<file path="src/rtl/jtcontra_gfx_pkg.sv">
// Shared definitions for the Contra GFX tile path: FSM encoding, map-entry layout
// and ROM word addressing.
package jtcontra_gfx_pkg;

   localparam int TILES_PER_LINE = 33;

   localparam logic [2:0] ST_IDLE = 3'd0;
   localparam logic [2:0] ST_MAP  = 3'd1;
   localparam logic [2:0] ST_MAPD = 3'd2;
   localparam logic [2:0] ST_ROM0 = 3'd3;
   localparam logic [2:0] ST_ROM1 = 3'd4;
   localparam logic [2:0] ST_DRAW = 3'd5;

   localparam int MAP_CODE_LSB  = 0;
   localparam int MAP_CODE_W    = 12;
   localparam int MAP_PAL_LSB   = 12;
   localparam int MAP_HFLIP_BIT = 15;

   typedef struct packed {
      logic       hflip;
      logic [2:0] pal;
      logic [11:0] code;
   } map_entry_t;

   // ROM word address layout: {code, fine_y, half}
   function automatic logic [15:0] rom_word_addr(input logic [11:0] code,
                                                 input logic [2:0] fy,
                                                 input logic half);
      return {code, fy, half};
   endfunction

endpackage

</file>
<file path="src/rtl/jtcontra_tile_fetch_if.sv">
// Bundle of map, ROM-slot and line-buffer signals around the tile fetcher.
// ROM handshake: rom_cs requests rom_addr; rom_ok is honoured only from the second cycle
// a given address has been presented, and the word is taken on the first such cycle with rom_ok high.
interface jtcontra_tile_fetch_if;
   import jtcontra_gfx_pkg::*;

   logic        line_start;
   logic [7:0]  vrender;
   logic [8:0]  hscroll;
   logic [7:0]  vscroll;
   logic [10:0] vram_addr;
   logic [15:0] vram_data;
   logic        rom_cs;
   logic [15:0] rom_addr;
   logic [15:0] rom_data;
   logic        rom_ok;
   logic        buf_we;
   logic [7:0]  buf_addr;
   logic [6:0]  buf_data;
   logic        busy;
   logic        done;
   logic [2:0]  state;

   modport master (
      input  line_start, vrender, hscroll, vscroll, vram_data, rom_data, rom_ok,
      output vram_addr, rom_cs, rom_addr, buf_we, buf_addr, buf_data, busy, done, state
   );

   modport slave (
      output line_start, vrender, hscroll, vscroll, vram_data, rom_data, rom_ok,
      input  vram_addr, rom_cs, rom_addr, buf_we, buf_addr, buf_data, busy, done, state
   );

endinterface

</file>
<file path="src/rtl/jtcontra_tile_unpack.sv">
// Picks one 4bpp pixel out of the two ROM words of a tile row, honouring hflip.
module jtcontra_tile_unpack
   import jtcontra_gfx_pkg::*;
(
   input  logic [15:0] w0,
   input  logic [15:0] w1,
   input  logic [2:0]  idx,
   input  logic        hflip,
   output logic [3:0]  pix
);
   logic [2:0]  k;
   logic [4:0]  lsb;
   logic [31:0] w;

   assign k   = hflip ? ~idx : idx;
   assign w   = {w0, w1};
   // pixel 0 sits in the top nibble of w0
   assign lsb = 5'd28 - {k, 2'b00};
   assign pix = w[lsb +: 4];

endmodule

</file>
<file path="src/rtl/jtcontra_tile_fetch.sv">
// Per-line tilemap fetcher: walks 33 scrolled tiles, reads two ROM words per tile
// and writes the unpacked pixels into the 256-pixel line buffer.
module jtcontra_tile_fetch
   import jtcontra_gfx_pkg::*;
(
   input  logic clk,
   input  logic rst,
   jtcontra_tile_fetch_if.master bus
);
   logic [2:0]  state;
   logic [5:0]  n;
   logic [2:0]  i;
   logic [4:0]  trow;
   logic [2:0]  fy;
   logic [5:0]  col0;
   logic [2:0]  fx;
   logic [2:0]  pal;
   logic        hflip;
   logic [15:0] w0, w1;
   logic        armed;
   logic [15:0] rom_addr;
   logic        buf_we;
   logic [7:0]  buf_addr;
   logic [6:0]  buf_data;
   logic        busy, done;
   logic [7:0]  y;
   logic [8:0]  x;
   logic [3:0]  pix;
   logic        last_tile;
   map_entry_t  entry;

   assign y         = bus.vrender + bus.vscroll;
   assign x         = {n, i} - {6'd0, fx};
   assign entry     = map_entry_t'(bus.vram_data);
   assign last_tile = (n == 6'(TILES_PER_LINE - 1));

   assign bus.vram_addr = {trow, col0 + n};
   assign bus.rom_cs    = (state == ST_ROM0) || (state == ST_ROM1);
   assign bus.rom_addr  = rom_addr;
   assign bus.buf_we    = buf_we;
   assign bus.buf_addr  = buf_addr;
   assign bus.buf_data  = buf_data;
   assign bus.busy      = busy;
   assign bus.done      = done;
   assign bus.state     = state;

   jtcontra_tile_unpack u_unpack (
      .w0    (w0),
      .w1    (w1),
      .idx   (i),
      .hflip (hflip),
      .pix   (pix)
   );

   always_ff @(posedge clk) begin
      if (rst) begin
         state    <= ST_IDLE;
         n        <= '0;
         i        <= '0;
         trow     <= '0;
         fy       <= '0;
         col0     <= '0;
         fx       <= '0;
         pal      <= '0;
         hflip    <= 1'b0;
         w0       <= '0;
         w1       <= '0;
         armed    <= 1'b0;
         rom_addr <= '0;
         buf_we   <= 1'b0;
         buf_addr <= '0;
         buf_data <= '0;
         busy     <= 1'b0;
         done     <= 1'b0;
      end else begin
         done   <= 1'b0;
         buf_we <= 1'b0;
         // a new line start always wins, even in the middle of a fetch
         if (bus.line_start) begin
            trow  <= y[7:3];
            fy    <= y[2:0];
            col0  <= bus.hscroll[8:3];
            fx    <= bus.hscroll[2:0];
            n     <= '0;
            i     <= '0;
            busy  <= 1'b1;
            state <= ST_MAP;
         end else begin
            case (state)
               ST_IDLE: ;
               ST_MAP:  state <= ST_MAPD;
               ST_MAPD: begin
                  pal      <= entry.pal;
                  hflip    <= entry.hflip;
                  rom_addr <= rom_word_addr(entry.code, fy, 1'b0);
                  armed    <= 1'b0;
                  state    <= ST_ROM0;
               end
               // the first cycle on a new address carries a stale rom_ok
               ST_ROM0: begin
                  if (!armed) armed <= 1'b1;
                  else if (bus.rom_ok) begin
                     w0          <= bus.rom_data;
                     rom_addr[0] <= 1'b1;
                     armed       <= 1'b0;
                     state       <= ST_ROM1;
                  end
               end
               ST_ROM1: begin
                  if (!armed) armed <= 1'b1;
                  else if (bus.rom_ok) begin
                     w1          <= bus.rom_data;
                     rom_addr[0] <= 1'b0;
                     armed       <= 1'b0;
                     i           <= '0;
                     state       <= ST_DRAW;
                  end
               end
               ST_DRAW: begin
                  buf_we   <= ~x[8];
                  buf_addr <= x[7:0];
                  buf_data <= {pal, pix};
                  i        <= i + 3'd1;
                  if (i == 3'd7) begin
                     if (last_tile) begin
                        done  <= 1'b1;
                        busy  <= 1'b0;
                        state <= ST_IDLE;
                     end else begin
                        n     <= n + 6'd1;
                        state <= ST_MAP;
                     end
                  end
               end
               default: state <= ST_IDLE;
            endcase
         end
      end
   end

endmodule

</file>
<file path="src/flat_wrapper.sv">
// flat-port wrapper written by rule: the top's interface ports become plain ports
module jtcontra_tile_fetch_flat import jtcontra_gfx_pkg::*;
  (clk, rst, bus_line_start, bus_vrender, bus_hscroll, bus_vscroll, bus_vram_data, bus_rom_data, bus_rom_ok, bus_vram_addr, bus_rom_cs, bus_rom_addr, bus_buf_we, bus_buf_addr, bus_buf_data, bus_busy, bus_done, bus_state);
  jtcontra_tile_fetch_if bus_i ();
  input  logic clk;
  input  logic rst;
  input wire logic [$bits(bus_i.line_start)-1:0] bus_line_start;
  input wire logic [$bits(bus_i.vrender)-1:0] bus_vrender;
  input wire logic [$bits(bus_i.hscroll)-1:0] bus_hscroll;
  input wire logic [$bits(bus_i.vscroll)-1:0] bus_vscroll;
  input wire logic [$bits(bus_i.vram_data)-1:0] bus_vram_data;
  input wire logic [$bits(bus_i.rom_data)-1:0] bus_rom_data;
  input wire logic [$bits(bus_i.rom_ok)-1:0] bus_rom_ok;
  output wire logic [$bits(bus_i.vram_addr)-1:0] bus_vram_addr;
  output wire logic [$bits(bus_i.rom_cs)-1:0] bus_rom_cs;
  output wire logic [$bits(bus_i.rom_addr)-1:0] bus_rom_addr;
  output wire logic [$bits(bus_i.buf_we)-1:0] bus_buf_we;
  output wire logic [$bits(bus_i.buf_addr)-1:0] bus_buf_addr;
  output wire logic [$bits(bus_i.buf_data)-1:0] bus_buf_data;
  output wire logic [$bits(bus_i.busy)-1:0] bus_busy;
  output wire logic [$bits(bus_i.done)-1:0] bus_done;
  output wire logic [$bits(bus_i.state)-1:0] bus_state;
  assign bus_i.line_start = bus_line_start;
  assign bus_i.vrender = bus_vrender;
  assign bus_i.hscroll = bus_hscroll;
  assign bus_i.vscroll = bus_vscroll;
  assign bus_i.vram_data = bus_vram_data;
  assign bus_i.rom_data = bus_rom_data;
  assign bus_i.rom_ok = bus_rom_ok;
  assign bus_vram_addr = bus_i.vram_addr;
  assign bus_rom_cs = bus_i.rom_cs;
  assign bus_rom_addr = bus_i.rom_addr;
  assign bus_buf_we = bus_i.buf_we;
  assign bus_buf_addr = bus_i.buf_addr;
  assign bus_buf_data = bus_i.buf_data;
  assign bus_busy = bus_i.busy;
  assign bus_done = bus_i.done;
  assign bus_state = bus_i.state;
  jtcontra_tile_fetch u_core (.clk(clk), .rst(rst), .bus(bus_i));
endmodule
</file>
<file path="config.mk">
export PLATFORM = sky130hd
export DESIGN_NAME = jtcontra_tile_fetch_flat
export DESIGN_NICKNAME = d
export VERILOG_FILES = /design/src/rtl/jtcontra_gfx_pkg.sv /design/src/rtl/jtcontra_tile_fetch_if.sv /design/src/rtl/jtcontra_tile_unpack.sv /design/src/rtl/jtcontra_tile_fetch.sv /design/src/flat_wrapper.sv
export SDC_FILE = /design/constraint.sdc
export NUM_CORES = 1
export LEC_CHECK = 0
export ABC_CLOCK_PERIOD_IN_PS = 2500
export BUFFER_PORTS_ARGS = -buffer_cell sky130_fd_sc_hd__clkbuf_2
export CAP_MARGIN = 5
export CORE_AREA = 2 2 121 123
export CTS_BUF_LIST = sky130_fd_sc_hd__clkbuf_2 sky130_fd_sc_hd__clkbuf_4 sky130_fd_sc_hd__clkbuf_8
export DETAILED_ROUTE_END_ITERATION = 7
export DIE_AREA = 0 0 123 125
export SYNTH_ARGS = -nofsm -noshare
export SYNTH_HDL_FRONTEND = slang
export SYNTH_SLANG_ARGS = --single-unit
export TNS_END_PERCENT = 1
</file>
<file path="constraint.sdc">
create_clock -name clk -period 2.5 [get_ports clk]
set_input_delay 0.5 -clock clk [delete_from_list [all_inputs] [get_ports clk]]
set_output_delay 0.5 -clock clk [all_outputs]
set_load 0.02 [all_outputs]
</file>
==> Word-level counts from Yosys, hierarchy flattened <==
Cells that the tools add are included.
{ "classes": {"n_addsub": 6, "eq_ne": 18, "shift": 1, "mux": 25, "bitwise": 7, "n_reduce_logical": 23} }
{ "op_table": {"columns": ["operator", "count"], "rows": [
  ["$shiftx 32x6->4", 1],
  ["$mux 3", 8],
  ["$pmux 3 s6", 1],
  ["$reduce_and 6->1", 3],
  ["$mux 1", 13],
  ["$reduce_bool 2->1", 5],
  ["$eq 3x3->1 const B", 3],
  ["$ne 3x2->1 const B", 3],
  ["$reduce_and 3->1", 3],
  ["$sub 9x3->9", 1],
  ["$add 8x8->8", 1],
  ["$reduce_and 4->1", 2],
  ["$add 6x1->6 const B", 1],
  ["$add 6x6->6", 1],
  ["$eq 3x2->1 const B", 2],
  ["$eq 6x6->1 const B", 1],
  ["$ne 2x1->1 const B", 3],
  ["$ne 2x2->1 const B", 3],
  ["$ne 3x3->1 const B", 2],
  ["$not 1->1", 6],
  ["$pmux 3 s2", 1],
  ["$reduce_and 2->1", 3],
  ["$sub 5x5->5 const A", 1],
  ["$reduce_or 2->1", 2],
  ["other kinds (10)", 10]
]} }
{ "totals": {"ff_bits": 100, "inputBits": 61, "out_inout_bits": 49, "elab_cells": 100} }

==> Depth between registers and ports, before layout <==
Gate-level depths: netlist (run 1).
{ "depth": {"depth_word": 5, "ltp_mapped": 10, "mapped_depth_nobuf": 8} }

==> Cells and area by module <==
From an unflattened synthesis (run 1), not the netlist that was laid out.
{ "unflattened": {"hier_cells": 566, "area_unflattened_um2": 4947.2} }
{ "by_module_without_submodules": {"columns": ["mod", "n_inst", "cells_per_inst", "area_per_inst_um2", "seq_area_each_um2"], "rows": [
  ["jtcontra_tile_fetch", 1, 530, 4438.0, 2001.9],
  ["jtcontra_tile_unpack", 1, 36, 509.2, 0.0]
]} }

==> Worst setup path before layout (run 1) <==
OpenSTA, ideal clock, no wires.
{ "synth_timing": {"path_type": "flip-flop to output port", "startpoint": "register u_core.n[0]", "endpoint": "output bus_vram_addr[4]", "arrival_time_ns": 1.609, "required_ns": 2.000, "slack_ns": 0.391, "path_stages_with_launch": 8, "n_path_buf": 0, "cell_sequence": "dfxtp_1 -> ha_1 -> inv_1 -> fa_1 -> inv_1 -> a21o_1 -> a21oi_1 -> xnor2_1"} }
{ "synth_via": {"elab_chain_len": 1} }
{ "synth_lines": {"columns": ["element", "line_no", "source"], "rows": [
  ["start: declaration", "jtcontra_tile_fetch.sv:11", "logic [5:0] n;"],
  ["start signal: assignment", "jtcontra_tile_fetch.sv:130", "n <= n + 6'd1;"],
  ["$add 6x6->6", "jtcontra_tile_fetch.sv:37", "assign bus.vram_addr = {trow, col0 + n};"],
  ["end: declaration", "flat_wrapper.sv:14", "output wire logic [$bits(bus_i.vram_addr)-1:0] bus_vram_addr;"]
]} }
Every way passes these cells.

==> Worst setup path after layout (run 1) <==
{ "layout_timing": {"startpoint": "register u_core.n[1]", "endpoint": "output bus_vram_addr[5]"} }
Same word-level chain as after synthesis.

==> results of run 1 <==
[synth_stat cells (3+ instances only)]
master / number
a2111oi_0: 4
a211oi_1: 9
a21o_1: 4
a21oi_1: 51
a221oi_1: 3
a22o_1: 5
a22oi_1: 7
buf_2: 11
buf_6: 3
clkbuf_1: 23
dfxtp_1: 100
fa_1: 3
ha_1: 20
inv_1: 16
mux2_2: 3
mux2i_1: 49
nand2_1: 66
nand2b_1: 5
nand3_1: 8
nand4_1: 5
nor2_1: 82
nor2b_1: 4
nor3_1: 6
nor4_1: 4
o2111ai_1: 3
o21ai_0: 8
o21bai_1: 3
o22ai_1: 4
or2_2: 5
xnor2_1: 13
xor2_1: 8
[what timing repair did]
| action | in CTS | in global routing |
|---|---|---|
| endpoints found under the setup margin | 2 | 2 |
| gates resized for setup | 6 | 6 |
| hold endpoints to repair | 0 | 0 |
| pin swaps | 0 | 1 |
[placed cells by master (no fill, tap or decap), types with 3 or more instances in the layout]
cell,count
clkbuf_2,106
dfxtp_1,97
nor2_1,82
nand2_1,66
a21oi_1,49
mux2i_1,49
ha_1,20
inv_1,16
buf_4,16
xnor2_1,13
clkbuf_8,11
a211oi_1,9
o21ai_0,8
xor2_1,8
nand3_1,8
a22oi_1,7
nand2b_1,5
nor3_1,5
or2_2,5
nand4_1,5
a22o_1,5
a21o_1,4
nor2b_1,4
o22ai_1,4
nor4_1,4
a2111oi_0,4
o21bai_1,3
a221oi_1,3
mux2_2,3
o2111ai_1,3
[worst reg2reg max path, delay by kind of cell (launching register included)]
kind            cells  cell delay (ns)
fa+ha+maj           1             0.46
simple gates        3             0.38
buf+inv             1             0.15
compound gates      1             0.22
flops               1             0.53
xor+xnor            1             0.12
[final cells by class]
class	count	share of cell area
Tap cell	184	0.0391
Timing Repair Buffer	123	0.111
Inverter	16	0.0102
Clock buffer	12	0.0270
Multi-Input combinational cell	414	0.463
Sequential cell	100	0.341
Clock inverter	4	0.00807
[power groups by stage]
stage | logic, W | registers, W | clock network (W)
final | 0.000316 | 0.00164 | 0.00108
after global routing | 0.000352 | 0.00165 | 0.00118
after CTS | 0.000320 | 0.00164 | 0.00114
after detailed placement | 0.000316 | 0.00168 | 0
after global placement | 0.000310 | 0.00168 | 0
after floorplan | 0.000188 | 0.00169 | 0
[sequential cells by signal, summed over array words and instances, names as in the netlist]
signal,count
u_core.col0,6
u_core.i,3
u_core.fy,3
u_core.n,6
u_core.hflip,1
u_core.bus.buf_addr,8
u_core.bus.buf_data,7
u_core.bus.done,1
u_core.pal,3
u_core.armed,1
u_core.trow,5
u_core.w1,16
u_core.bus.state,3
u_core.bus.rom_addr,16
u_core.bus.busy,1
u_core.fx,3
u_core.bus.buf_we,1
u_core.w0,16
[per-layer routing]
layer,wire length [um],global-route usage,vias to the layer above,share of wire
met1,5640,0.211,1977,0.46
met3,810,0.0438,18,0.066
li1,-,-,2178,-
met2,5470,0.261,125,0.45
met4,275,0.0668,0,0.023
met5,0,0,-,0
[cell families after synthesis]
kind of cell	count (synthesis)
AO/OA/AOI/OAI	120
XOR/XNOR	21
adder cells (fa/ha/maj)	23
buffers and inverters	57
flip-flops	100
multiplexers	53
AND/OR/NAND/NOR	197
[per-stage QoR]
| stage | area (um2) | setup WS (ns) | cells | power, W |
|---|---|---|---|---|
| floorplan | 4970 | 0.391 | 571 | 0.00188 |
| global placement | 5660 | 0.364 | 837 | 0.00199 |
| detailed placement | 5660 | 0.341 | 837 | 0.00200 |
| CTS | 5880 | 0.000675 | 853 | 0.00310 |
| global route | 5890 | -0.00611 | 853 | 0.00318 |
| finish | 5890 | 0.116 | 853 | 0.00304 |
[worst paths after layout]
check                                                          from  slack, ns                                   end
worst max-delay path                       u_core.n[1]$_SDFFE_PP0P_       0.12                      bus_vram_addr[5]
worst max register to register             u_core.i[1]$_SDFFE_PP0P_       0.57   u_core.bus.buf_addr[6]$_SDFFE_PP0P_
worst min register to register  u_core.bus.rom_addr[5]$_SDFFE_PP0P_       0.46   u_core.bus.rom_addr[5]$_SDFFE_PP0P_
worst min-delay path                               bus_vram_data[6]       0.34  u_core.bus.rom_addr[10]$_SDFFE_PP0P_
==> summary.md, run 1 <==
| Metric | Value |
|---|---|
| Status | finished, final reports clean |
| Final setup violation count | 0 |
| GRT Residual Overflow | 0 |
| Setup TNS | 0 ns |
| Effective utilization at floorplan | 0.350 |
| Initial drt markers | 201 |
| Vias | 4298 |
| CTS Buf Count | 9 |
| Multi-input logic area | 2730 um2 |
| Combinational family with the most area after synthesis | simple AND/OR/NAND/NOR gates |
| Mux cell area share after synthesis | 0.109 |
| Worst skew pair latency | 0.38 ns |
| Nets@finish | 748 |
| Die Area | 15400 um2 |
| # port buffers | 109 |
| Peak fanout along the critical path | 7 |
| Worst EP required | 2.00 ns |
| Die Y | 125 um |
| Initial antenna violation count | 0 |
| Slew @ Worst Pin | 0.787 ns |
| Post-synth top flop | dfxtp_1 |
| Cell count after synthesis | 571 |
| Hold-fix buffers, CTS | 0 |
| H-Tree Depth | 3 |
| Clock sink count | 100 |
| Largest cells by area after synthesis | dfxtp_1 (40%), mux2i_1 (9.9%), nor2_1 (6.2%) |
| R2R depth | 7 |
| Synth Area per Inst | 8.70 um2 |
| Cell row count | 44 |
| Slowest stage delay, CP | 0.38 ns |
| Static Leakage | 2.38 nW |
| HPWL after DPL | 8920 um |
| Seq/Total Area, Yosys | 0.403 |
| Crit. End Element | output pin |
| Synth Area in Simple Gates | 0.178 |
| Synth async-reset ratio | 0 |
| Sw frac | 0.248 |
| Wire length per cell | 14.3 um |
| Root buffer cell | clkbuf_8 |
| Warnings, synthesis | 0 |
| Clk_skew | 0.00909 ns |
| Area grow syn2layout | 18.5% |
| Hold Crit Class | in -> reg |
| Clock power share | 0.355 |
| Sequential fraction of design power | 0.540 |
| Die width | 123 um |
| Cell depth of the worst min-delay path | 3 |
| RSZ-0062 raised after global routing | yes |
| Ratio of cells with drive above 1 in the final layout | 0.238 |
| Period utilisation layout | 0.954 |
| Fillers | 1447 |
| WHS | 0.338 ns |
| Combinational fraction of design power | 0.104 |
| Post-synthesis compound-gate area fraction | 0.159 |
| Routed WL | 12200 um |
| Seq cells post-synth | 100 |
| Critical path depth in cells | 7 |
| Worst VDD drop | 0.323 mV |
| Util after Layout | 0.415 |
| Buf/Inv on CP | 1 |
| Worst EP arrival | 1.88 ns |
| Synth Area in XOR/XNOR | 0.0370 |
| Slowest-stage cell, CP | dfxtp_4 |
| Max_cap viols | 0 |
| Slew margin rel. | 0.475 |
| Post-layout minimum cycle time | 2.38 ns |
| Clk buf depth | 2 |
| EDFF count, synth | 0 |
| Mapped Nets | 655 |
| Internal power | 0.00228 W |
| Crit-path cells | ha_1, a21o_1, a21oi_2, o21bai_1, a21oi_1, xnor2_1, buf_4 |
| Vias in the first global route | 4244 |
| Power Density | 515 nW/um2 |
| TritonCTS clock tree | done |
| DR vias/cell | 5.04 |
| Distinct cells, synth | 57 |
| F_max | 419 MHz |
| Yosys top cell by area | dfxtp_1 |
| DRC | 0 |
| NetSw | 0.000753 W |
| Core area | 14200 um2 |
| Yosys top cell area share | 0.403 |
| Pin count of the biggest net entering global routing | 44 |
| Crit path kind | reg -> out |
| Nature of the critical path startpoint | register |
| Worst-path clk slew | 0.09 ns |
| Routability congestion estimate | 0.830 |
| DR pass1 iterations | 4 |
| Post-CTS setup buffers | 0 |
| Global-route wire length before repair | 20400 um |
| I/O Pins | 110 |
| # diodes | 0 |
| Antenna violation net count after detailed routing | 0 |
| Total area of sequential cells | 2010 um2 |
| Slew Limit Fails | 0 |
| Final hold viol count | 0 |
| Fraction of the mapped netlist area in adder cells | 0.0624 |
| Delay-heaviest family, CP | compound AO/OA/AOI/OAI gates |
| Mapped Area | 4970 um2 |
| GRT Overall Usage | 0.165 |
(Power assumes the default switching activity.)
==> inputs of run 2 (changes only) <==
- ABC_CLOCK_PERIOD_IN_PS: 2500 -> unset
- BUFFER_PORTS_ARGS: -buffer_cell sky130_fd_sc_hd__clkbuf_2 -> unset
- DONT_BUFFER_PORTS: unset -> 1
==> run 2 against run 1 <==
  * First-iteration DRC count is 6.0% lower
  * Clock-buffer cell count did not move
  * Cell count is 13% lower
  * Fmax down 0.14%
  * Combinational power is 40% lower
  * Critical path depth rose by 1
  * Clock skew about the same
  * Via count is 8.7% lower
  * Die area did not move
  * Register-to-register slack lost 0.09 ns
==> summary.md, run 2 (synthesized netlist as in run 1, its figures left out) <==
| Metric | Value |
|---|---|
| F_max | 419 MHz |
| Final Cell Area | 5400 um2 |
| Clk_skew | 0.00954 ns |
| Slowest-stage cell, CP | dfxtp_4 |
| Util after Layout | 0.380 |
| Crit-path cells | ha_2, inv_1, fa_2, inv_1, a21o_1, a21oi_2, xnor2_1, buf_4 |
| Fillers | 1450 |
| Die width | 123 um |
| Most common cell after layout, fill and taps aside | dfxtp_1 |
| # port buffers | 0 |
| Most frequent CP cell | inv_1 |
| Worst EP arrival | 1.89 ns |
| Nets@finish | 638 |
| Antenna violation net count after detailed routing | 0 |
| Crit. End Element | output pin |
| Clock sink count | 100 |
| Placement Cell Area | 5100 um2 |
| Max_cap viols | 0 |
| Initial antenna violation count | 0 |
| Worst-path clk slew | 0.09 ns |
| Setup TNS | 0 ns |
| HPWL after DPL | 8510 um |
| Area grow syn2layout | 8.74% |
| Met3 routed WL | 1040 um |
| WHS | 0.189 ns |
| Routability congestion estimate | 0.872 |
| Slew @ Worst Pin | 0.629 ns |
| Post-layout minimum cycle time | 2.39 ns |
| Initial drt markers | 189 |
| DR vias/cell | 5.28 |
| Crit path kind | reg -> out |
| Total area of sequential cells | 2010 um2 |
| H-Tree Depth | 3 |
| WL met2 | 5360 um |
| Multi-input logic area | 2740 um2 |
| Worst VDD drop | 0.222 mV |
| Worst skew pair latency | 0.38 ns |
| Hold-fix buffers, CTS | 0 |
| Most frequent cells in the layout | dfxtp_1 (97), nor2_1 (82), nand2_1 (66) |
| Die Y | 125 um |
| Nature of the critical path startpoint | register |
| Global-route wire length before repair | 19600 um |
| Top layer used by detailed routing | met4 |
| Wire length per cell | 16.0 um |
| I/O Pins | 110 |
| # diodes | 0 |
| Pin count of the biggest net entering global routing | 100 |
| Vias | 3924 |
| TritonCTS clock tree | done |
| Effective utilization at floorplan | 0.350 |
| GRT Residual Overflow | 0 |
| Status | finished, final reports clean |
| Final hold viol count | 0 |
| Routed WL | 11900 um |
| Final setup violation count | 0 |
| Post-CTS setup buffers | 0 |
| Largest regs | u_core.bus.rom_addr (16), u_core.w0 (16), u_core.w1 (16) |
| Power Density | 598 nW/um2 |
| Vias in the first global route | 3981 |
| Slew margin rel. | 0.579 |
| Core area | 14200 um2 |
| Root buffer cell | clkbuf_8 |
| Hold Crit Class | in -> reg |
| Post_cts resized | 5 |
| WL met1 | 5230 um |
| Die Area | 15400 um2 |
| Slew Limit Fails | 0 |
| Cell row count | 44 |
| Worst EP required | 2.00 ns |
| Clk buf depth | 2 |
| Ratio of cells with drive above 1 in the final layout | 0.0912 |
| Slowest stage delay, CP | 0.39 ns |
| DRC | 0 |
| DR pass1 iterations | 5 |
| RSZ-0062 raised after global routing | yes |
| GRT Overall Usage | 0.160 |
| Static Leakage | 1.94 nW |
| Period utilisation layout | 0.955 |
| CTS Buf Count | 9 |
| Peak fanout along the critical path | 6 |
[run 2: changes by cell type in the layout (fill, tap and decap cells not counted), sizes merged]
| cell | delta |
|---|---|
| clkinv | -2 |
| bufinv | +3 |
| clkinvlp | -1 |
| buf | -4 |
| clkbuf | -106 |
[run 2: stage by stage]
step	std cells	total power [W]	worst slack (ns)
floorplan	571	0.00188	0.391
global placement	727	0.00188	0.406
detailed placement	727	0.00189	0.329
CTS	743	0.00329	0.0142
global route	743	0.00336	-0.00316
finish	743	0.00323	0.112
[run 2: final cells by class]
type | count | area share
clock buffers | 12 | 0.0282
clock inverters | 4 | 0.0222
inverters | 16 | 0.0111
multi-input cells | 414 | 0.506
flip-flops and latches | 100 | 0.372
well taps | 184 | 0.0426
repair buffers | 13 | 0.0181
[run 2: worst paths after layout]
kind	from	to	slack, ns	depth (start not counted)
min reg2reg	u_core.pal[1]$_SDFFE_PP0P_	u_core.bus.buf_data[5]$_SDFFE_PP0P_	0.46	2
max reg2reg	u_core.bus.state[2]$_SDFFE_PP0P_	u_core.bus.buf_data[3]$_SDFFE_PP0P_	0.48	5
min	rst	u_core.bus.state[0]$_SDFFE_PP0P_	0.19	1
max	u_core.n[0]$_SDFFE_PP0P_	bus_vram_addr[4]	0.11	8
[run 2: report_power, final]
group / internal (W) / switching, W / total (W) / leakage, nW
clock network: 0.000816 / 0.000563 / 0.00138 / 0.138
logic: 0.0000914 / 0.0000973 / 0.000189 / 0.987
registers: 0.00162 / 0.0000424 / 0.00166 / 0.812
[run 2: worst max-delay path, delay by kind of cell, from the launching register on]
family                     cells  cell delay (ns)
AOI/OAI and AO/OA              2             0.18
xor gates and xnor gates       1             0.14
adders and majority gates      2             0.53
buffers and inverters          3             0.27
DFF                            1             0.39
[run 2: per-layer routing]
| metal | vias up | GRT usage |
|---|---|---|
| met1 | 1838 | 0.197 |
| met3 | 16 | 0.0561 |
| met2 | 117 | 0.253 |
| met5 | - | 0 |
| li1 | 1953 | - |
| met4 | 0 | 0.0642 |
